File: src/rtl/mesm6_acc_seq.sv
// Accumulator sequencer in front of the ALU: owns the 48-bit accumulator, fetches
// operand B (immediate or memory), runs one ALU operation and writes the result back.
module mesm6_acc_seq #(
   parameter int                    ADDR_WIDTH   = 15,
   parameter int                    MEM_TIMEOUT  = 15,
   parameter int                    ALU_OP_WIDTH = 4,
   parameter logic [ALU_OP_WIDTH-1:0] ALU_NOP    = '0
) (
   input  logic                    clk,
   input  logic                    reset,
   input  logic                    cmd_valid,
   output logic                    cmd_ready,
   input  logic [ALU_OP_WIDTH-1:0] cmd_op,
   input  logic                    cmd_wy,
   input  logic                    cmd_mem,
   input  logic [ADDR_WIDTH-1:0]   cmd_addr,
   input  logic [47:0]             cmd_imm,
   output logic                    mem_req,
   output logic [ADDR_WIDTH-1:0]   mem_addr,
   input  logic                    mem_ack,
   input  logic [47:0]             mem_rdata,
   output logic [ALU_OP_WIDTH-1:0] alu_op,
   output logic                    alu_wy,
   output logic [47:0]             alu_a,
   output logic [47:0]             alu_b,
   input  logic [47:0]             alu_result,
   input  logic                    alu_done,
   output logic [47:0]             acc,
   output logic                    busy,
   output logic                    fault,
   output logic [2:0]              dbg_state
);

   // Handshake: a command transfers on a rising edge where cmd_valid && cmd_ready;
   // the producer must hold every cmd_* field stable while cmd_valid is high and
   // cmd_ready is low. cmd_ready is high exactly when the FSM sits in IDLE.

   typedef enum logic [2:0] {
      S_IDLE  = 3'd0,
      S_FETCH = 3'd1,
      S_EXEC  = 3'd2,
      S_WB    = 3'd3,
      S_GAP   = 3'd4
   } state_t;

   localparam logic [7:0] TMO_LIMIT = 8'(MEM_TIMEOUT);

   state_t                    state;
   state_t                    next_state;
   logic [ALU_OP_WIDTH-1:0]   op_q;
   logic [7:0]                tmo_cnt;
   logic                      tmo_hit;
   logic                      done_seen;

   assign cmd_ready = (state == S_IDLE);
   assign busy      = (state != S_IDLE);
   assign alu_a     = acc;
   assign dbg_state = state;
   assign tmo_hit   = ((tmo_cnt + 8'd1) == TMO_LIMIT);
   // A done flag while the ALU is idle is a leftover from the previous op.
   assign done_seen = alu_done && (alu_op != ALU_NOP);

   always_ff @(posedge clk) begin
      if (reset) state <= S_IDLE;
      else       state <= next_state;
   end

   always_comb begin
      next_state = state;
      case (state)
         S_IDLE: begin
            if (cmd_valid) begin
               if (cmd_op == ALU_NOP) next_state = S_GAP;
               else if (cmd_mem)      next_state = S_FETCH;
               else                   next_state = S_EXEC;
            end
         end
         S_FETCH: begin
            if (mem_ack)      next_state = S_EXEC;
            else if (tmo_hit) next_state = S_GAP;
         end
         S_EXEC:  if (done_seen) next_state = S_WB;
         S_WB:    next_state = S_IDLE;
         // A Y update spends its wy cycle here too, then one more quiet cycle.
         S_GAP:   if (!alu_wy) next_state = S_IDLE;
         default: next_state = S_IDLE;
      endcase
   end

   always_ff @(posedge clk) begin
      if (reset) begin
         acc      <= '0;
         alu_op   <= ALU_NOP;
         alu_wy   <= 1'b0;
         alu_b    <= '0;
         mem_req  <= 1'b0;
         mem_addr <= '0;
         fault    <= 1'b0;
         tmo_cnt  <= '0;
         op_q     <= ALU_NOP;
      end else begin
         case (state)
            S_IDLE: begin
               if (cmd_valid) begin
                  fault <= 1'b0;
                  op_q  <= cmd_op;
                  if (cmd_op == ALU_NOP) begin
                     alu_wy <= cmd_wy;
                  end else if (cmd_mem) begin
                     mem_req  <= 1'b1;
                     mem_addr <= cmd_addr;
                     tmo_cnt  <= '0;
                  end else begin
                     alu_b  <= cmd_imm;
                     alu_op <= cmd_op;
                  end
               end
            end
            S_FETCH: begin
               if (mem_ack) begin
                  alu_b   <= mem_rdata;
                  mem_req <= 1'b0;
                  alu_op  <= op_q;
               end else begin
                  tmo_cnt <= tmo_cnt + 8'd1;
                  if (tmo_hit) begin
                     mem_req <= 1'b0;
                     fault   <= 1'b1;
                  end
               end
            end
            S_EXEC: begin
               if (done_seen) begin
                  acc    <= alu_result;
                  alu_op <= ALU_NOP;
               end
            end
            S_GAP:   alu_wy <= 1'b0;
            default: ;
         endcase
      end
   end

endmodule

File: config.mk
export PLATFORM = sky130hd
export DESIGN_NAME = mesm6_acc_seq
export DESIGN_NICKNAME = d
export VERILOG_FILES = /design/src/rtl/mesm6_acc_seq.sv
export SDC_FILE = /design/constraint.sdc
export NUM_CORES = 1
export LEC_CHECK = 0
export CORE_AREA = 2 2 131 133
export DETAILED_ROUTE_END_ITERATION = 8
export DIE_AREA = 0 0 133 135
export PLACE_DENSITY = 0.77
export SETUP_SLACK_MARGIN = 0.05
export SYNTH_ARGS = -nofsm -noshare
export SYNTH_HDL_FRONTEND = slang
export SYNTH_SLANG_ARGS = --single-unit
File: constraint.sdc
create_clock -name clk -period 4.8 [get_ports clk]
set_input_delay 1.44 -clock clk [delete_from_list [all_inputs] [get_ports clk]]
set_output_delay 1.44 -clock clk [all_outputs]
set_load 0.005 [all_outputs]
==> metrics, run 1 <==
area of the core 16400 µm²; sequential fraction of the synthesis area 0.439; Slew Viols, Final 0; min setup slack post-route 1.32 ns; Post-Route WL 20300 µm; antenna viol nets, final 0; largest area contributor in the netlist dfxtp_1; hpwl dp 14800 µm; GRT Overall Usage 0.221; top-level I/O count 341; Die Y-Extent 135 µm; Setup-failing EPs final 0; worst-path cell chain nor2_4 > nand2_1 > inv_1 > clkdlybuf4s50_1; post-CTS setup buffers 0; Crit. End Element primary output; fmax 287 MHz; post-synthesis cell type count 48; Main synth FF type dfxtp_1; DIE AREA 18000 µm²; slew margin rel. 0.359; Worst Tran Pin Value 0.962 ns; ys async rst share 0; number of synthesized register bits 133; Max FO, Critical Path 23; CP max stage delay 0.94 ns; global placement routability congestion 0.808; first-pass GRT wire length 31000 µm; initial antenna violation count 0; Port Buf Inserts 340; min Tclk post-route 3.48 ns; proportion of netlist area held by the largest area contributor 0.439; Largest delay share family, worst path flip-flops; DR pass1 iterations 4; Synth warnings 0; leakage 0.00334 µW; Worst EP required 3.36 ns; cts bufs inserted 17; clk slew on worst S/H paths 0.06 ns; latest clock arrival within the worst-skew pair 0.41 ns; grt ovf 0; WL per Instance 17.0 µm; post-CTS sizing 0; clk buf depth 2; endpoints failing hold 0; Placement Setup Slack 1.15 ns; CTS tree done; vias in the first global route 5715; Max Cap Viol 0; worst vdd ir 0.000333 V; DRT iter0 DRCs 317; Final Util 0.597; routed vias/inst 5.02; WP data arrival 2.04 ns; layout cells sized above 1 0.0502; Initial Utilization 0.370; die width 133 µm; DRC 0; total number of vias 6003; Final Power 4910 µW; RSZ-0062 raised after global routing false; status finished, final reports clean; Post-Syn Instances 705; CP max stage cell dfxtp_1; cell area after synthesis 6060 µm²; Layout Nets 1136; clk_skew 0.00770 ns; worst path bufs/invs 2; root buffer cell clkbuf_16; CTS Hold Bufs 0; num rows 47; Final TNS setup 0 ns; Post-synth EDFFs 0; pin count of the biggest net entering global routing 67; final period utilization 0.726; critical path startpoint category flop; H-Tree Depth 4; CP Class reg -> out; top cells by area, synth dfxtp_1 44%, a21oi_1 10%, mux2i_1 9.2%; PD cells 501 nW/µm²; Syn Nets 877; P&R area growth vs syn 61.5%; diodes inserted 0; Sink Count 133; Mapped Avg Cell Area 8.60 µm²; worst hold path class reg -> reg
routing by layer:
| layer | wire length (µm) | part of all wire | track usage | vias up |
|---|---|---|---|---|
| met5 | 0 | 0 | 0 | - |
| met4 | 357 | 0.018 | 0.0723 | 0 |
| met3 | 1550 | 0.076 | 0.0638 | 22 |
| met2 | 10500 | 0.52 | 0.397 | 260 |
| met1 | 7900 | 0.39 | 0.252 | 2788 |
| li1 | - | - | - | 2933 |
synthesized netlist by cell type (all sizes together), types with 2 or more instances:
cell type	number
nand2	140
dfxtp	133
a21oi	126
buf	78
mux2i	56
a211oi	49
clkbuf	27
nor2	15
o21ai	8
inv	7
nor3	6
nand2b	5
nand3	5
nand3b	5
nor2b	5
nor4	4
a311oi	3
xor2	3
and3	2
ha	2
nor4b	2
o21a	2
metrics by stage:
step | instances | instance area (µm²) | hold slack (ns)
global placement | 1165 | 9170 | 0.442
global route | 1196 | 9800 | 0.477
floorplan | 705 | 6060 | 0.453
CTS | 1196 | 9800 | 0.458
finish | 1196 | 9800 | 0.458
detailed placement | 1165 | 9170 | 0.449
power breakdown:
part	internal (µW)	leakage, µW	switching [µW]
Sequential	1360	0.00108	242
Clock	895	0.000305	492
Combinational	1020	0.00195	900
path summary, 6_finish.rpt:
path / endpoint / slack, ns / from / cells past startpoint
max reg2reg: alu_b[22] / 2.20 / dbg_state[1] / 4
max: cmd_ready / 1.32 / dbg_state[1] / 4
min: mem_addr[2] / 0.46 / mem_addr[2] / 2
min reg2reg: mem_addr[2] / 0.46 / mem_addr[2] / 2
state kept, by name, summed over array words and instances, names as in the netlist:
name	flops
fault	1
alu_b	48
dbg_state	3
alu_op	4
mem_addr	15
alu_wy	1
op_q	4
acc	48
tmo_cnt	8
mem_req	1
worst register-to-register path, cell delays in order, from the launching register on:
cell      delay [ns]
dfxtp_1         0.60
nor2_4          0.23
buf_4           0.50
and2_2          0.90
a211oi_1        0.20
kinds of logic (layout without fill, tap and decap cells):
family / Yosys count / after routing / share of synthesized area
AO/OA/AOI/OAI: 203 / 203 / 0.202
AND/OR/NAND/NOR: 196 / 196 / 0.148
flip-flops: 133 / 133 / 0.439
buffers and inverters: 112 / 383 / 0.110
multiplexers: 56 / 56 / 0.0924
XOR/XNOR: 3 / 3 / 0.00433
adder cells (fa/ha/maj): 2 / 2 / 0.00413
placed cells by master, fill, tap and decap left out, types with 2 or more instances in the layout:
cell	synthesis	final
nor3_1	6	6
mux2i_1	56	56
nand2_1	140	140
o21ai_0	8	8
clkinvlp_4	0	2
nand3_1	5	4
nor4_1	3	3
ha_1	2	2
a21oi_1	126	126
a311oi_1	3	3
clkdlybuf4s50_1	0	339
clkbuf_16	0	17
clkbuf_8	0	2
nor4b_4	2	2
o21a_1	2	2
bufinv_16	0	4
nand3b_1	5	5
a211oi_1	49	49
inv_1	7	7
clkinv_4	0	3
buf_4	52	6
xor2_1	3	3
clkinv_2	0	2
nor2b_1	5	5
dfxtp_1	133	132
nor2_1	14	14
nand2b_1	5	5
layout make-up:
cell class / instances / area, µm²
clock inverters: 12 / 178
inverters: 7 / 26.3
repair buffers: 345 / 3440
flip-flops and latches: 133 / 2670
well taps: 220 / 275
multi-input cells: 460 / 2760
fillers: 1438 / 6610
clock buffers: 19 / 453
Power figures use the tool's default switching activity.
==> run 2: changes to the inputs <==
CORE_AREA = 2 2 132 134   (was 2 2 131 133)
DIE_AREA = 0 0 134 136   (was 0 0 133 135)
PLACE_DENSITY = 0.76   (was 0.77)
clock period = 3.3 ns   (was 4.8 ns; I/O delays follow)
==> metrics, run 2 (synthesis gave the netlist of run 1 again) <==
num rows 48; DRC 0; grt ovf 0; Worst Tran Pin Value 0.805 ns; CTS tree done; area of the core 16900 µm²; Crit Reg-Reg Endpoint tmo_cnt[5]; Placement Setup Slack 0.300 ns; global placement routability congestion 0.779; Hold Crit Start mem_addr[1]; top flop regs acc: 48 flops, alu_b: 48 flops, mem_addr: 15 flops; layout cells sized above 1 0.0549; status finished, final reports clean; Die Y-Extent 136 µm; critical path startpoint category flop; latest clock arrival within the worst-skew pair 0.42 ns; Slew Viols, Final 0; routed vias/inst 4.93; NetSw 2350 µW; Flop pwr share 0.320; reg2reg setup slack 1.31 ns; Sink Count 133; worst hold path class reg -> reg; Final TNS setup 0 ns; end of the worst hold path mem_addr[1]; Reg-to-Reg Start dbg_state[1]; leakage 0.00337 µW; first-pass GRT wire length 29800 µm; Clock Power Share 0.266; placed cells 1178; switch share 0.332; antenna viol nets, final 0; H-Tree Depth 4; RSZ-0062 raised after global routing false; fmax 368 MHz; Fillers 1504; non-filler cells, final 1209; Worst EP required 2.31 ns; post-CTS setup buffers 0; pin count of the biggest net entering global routing 75; min setup slack post-route 0.585 ns; DRT iter0 DRCs 334; final period utilization 0.823; cts bufs inserted 17; vias in the first global route 5599; root buffer cell clkbuf_16; Placed Instance Area 9260 µm²; clk slew on worst S/H paths 0.06 ns; WL per Instance 16.2 µm; top-level I/O count 341; Internal 4720 µW; DR pass1 iterations 4; GRT Overall Usage 0.209; Comb power frac 0.414; hpwl dp 14500 µm; Port Buf Inserts 340; clk_skew 0.0129 ns; Hold Path Depth 2; P&R area growth vs syn 62.3%; Max FO, Critical Path 26; most frequent cells in the layout 339 x clkdlybuf4s50_1, 140 x nand2_1, 132 x dfxtp_1, 126 x a21oi_1, 56 x mux2i_1; die width 134 µm; DIE AREA 18200 µm²; clk buf depth 2; Crit. End Element primary output; Layout Nets 1144; CTS Hold Bufs 0; diodes inserted 0; endpoints failing hold 0; initial antenna violation count 0; total number of vias 5962; Initial Utilization 0.359; worst vdd ir 0.000397 V; post-route cell area 9840 µm²; slew margin rel. 0.463; post-CTS sizing 0; Setup-failing EPs final 0; most common cell after layout, fill and taps aside clkdlybuf4s50_1; R2R cell count 5; PD cells 718 nW/µm²; Max Cap Viol 0; CP Class reg -> out; WP data arrival 1.73 ns; min Tclk post-route 2.72 ns; Post-Route WL 19600 µm
## run 2: changes by cell type in the layout (fill, tap and decap cells not counted), sizes merged
cell	change
buf	+8
clkbuf	+4
bufinv	-2
clkinvlp	-2
clkinv	+1
inv	-1
## run 2: worst max path at each step
stage / from / endpoint / slack [ns] / cells past startpoint
finish: dbg_state[0] / cmd_ready / 0.58 / 4
global route: dbg_state[0] / cmd_ready / 0.49 / 4
CTS: dbg_state[0] / cmd_ready / 0.57 / 4
detailed placement: cmd_op[3] / alu_b[27] / 0.30 / 6
global placement: cmd_op[3] / alu_b[46] / 0.38 / 6
floorplan: cmd_op[3] / mem_addr[10] / 1.09 / 6
## run 2: stage by stage
stage	utilization	total power [µW]	hold slack, ns
global route	0.583	7460	0.468
CTS	0.583	7120	0.453
global placement	0.548	5180	0.441
finish	0.583	7060	0.452
detailed placement	0.548	5220	0.446
floorplan	-	3860	0.453
## run 2: layout make-up
type	count	area (µm²)	area share
timing repair buffer	353	3520	0.358
clock buffer	23	489	0.0497
multi-input combinational	460	2760	0.280
inverter	7	26.3	0.00267
sequential	133	2670	0.271
tap	225	282	0.0286
clock inverter	8	97.6	0.00991
## run 2: worst max-delay path: stages (launching register included)
cell             delay [ns]
dfxtp_4                0.54
inv_1                  0.13
nand2_1                0.11
inv_1                  0.08
clkdlybuf4s50_1        0.45
## run 2: power groups by stage
stage               logic (µW)  clock network (µW)  registers (µW)
finish                    2930                1880            2260
global route              3170                1980            2300
CTS                       2950                1910            2260
detailed placement        2940                   0            2280
global placement          2900                   0            2280
floorplan                 1640                   0            2220
## run 2: per-layer routing
layer	up-vias	track usage	share of wire	routed length, µm
met5	-	0	0	0
met4	0	0.0798	0.020	401
met3	29	0.0660	0.079	1540
met2	249	0.369	0.50	9850
met1	2727	0.235	0.40	7790
li1	2957	-	-	-
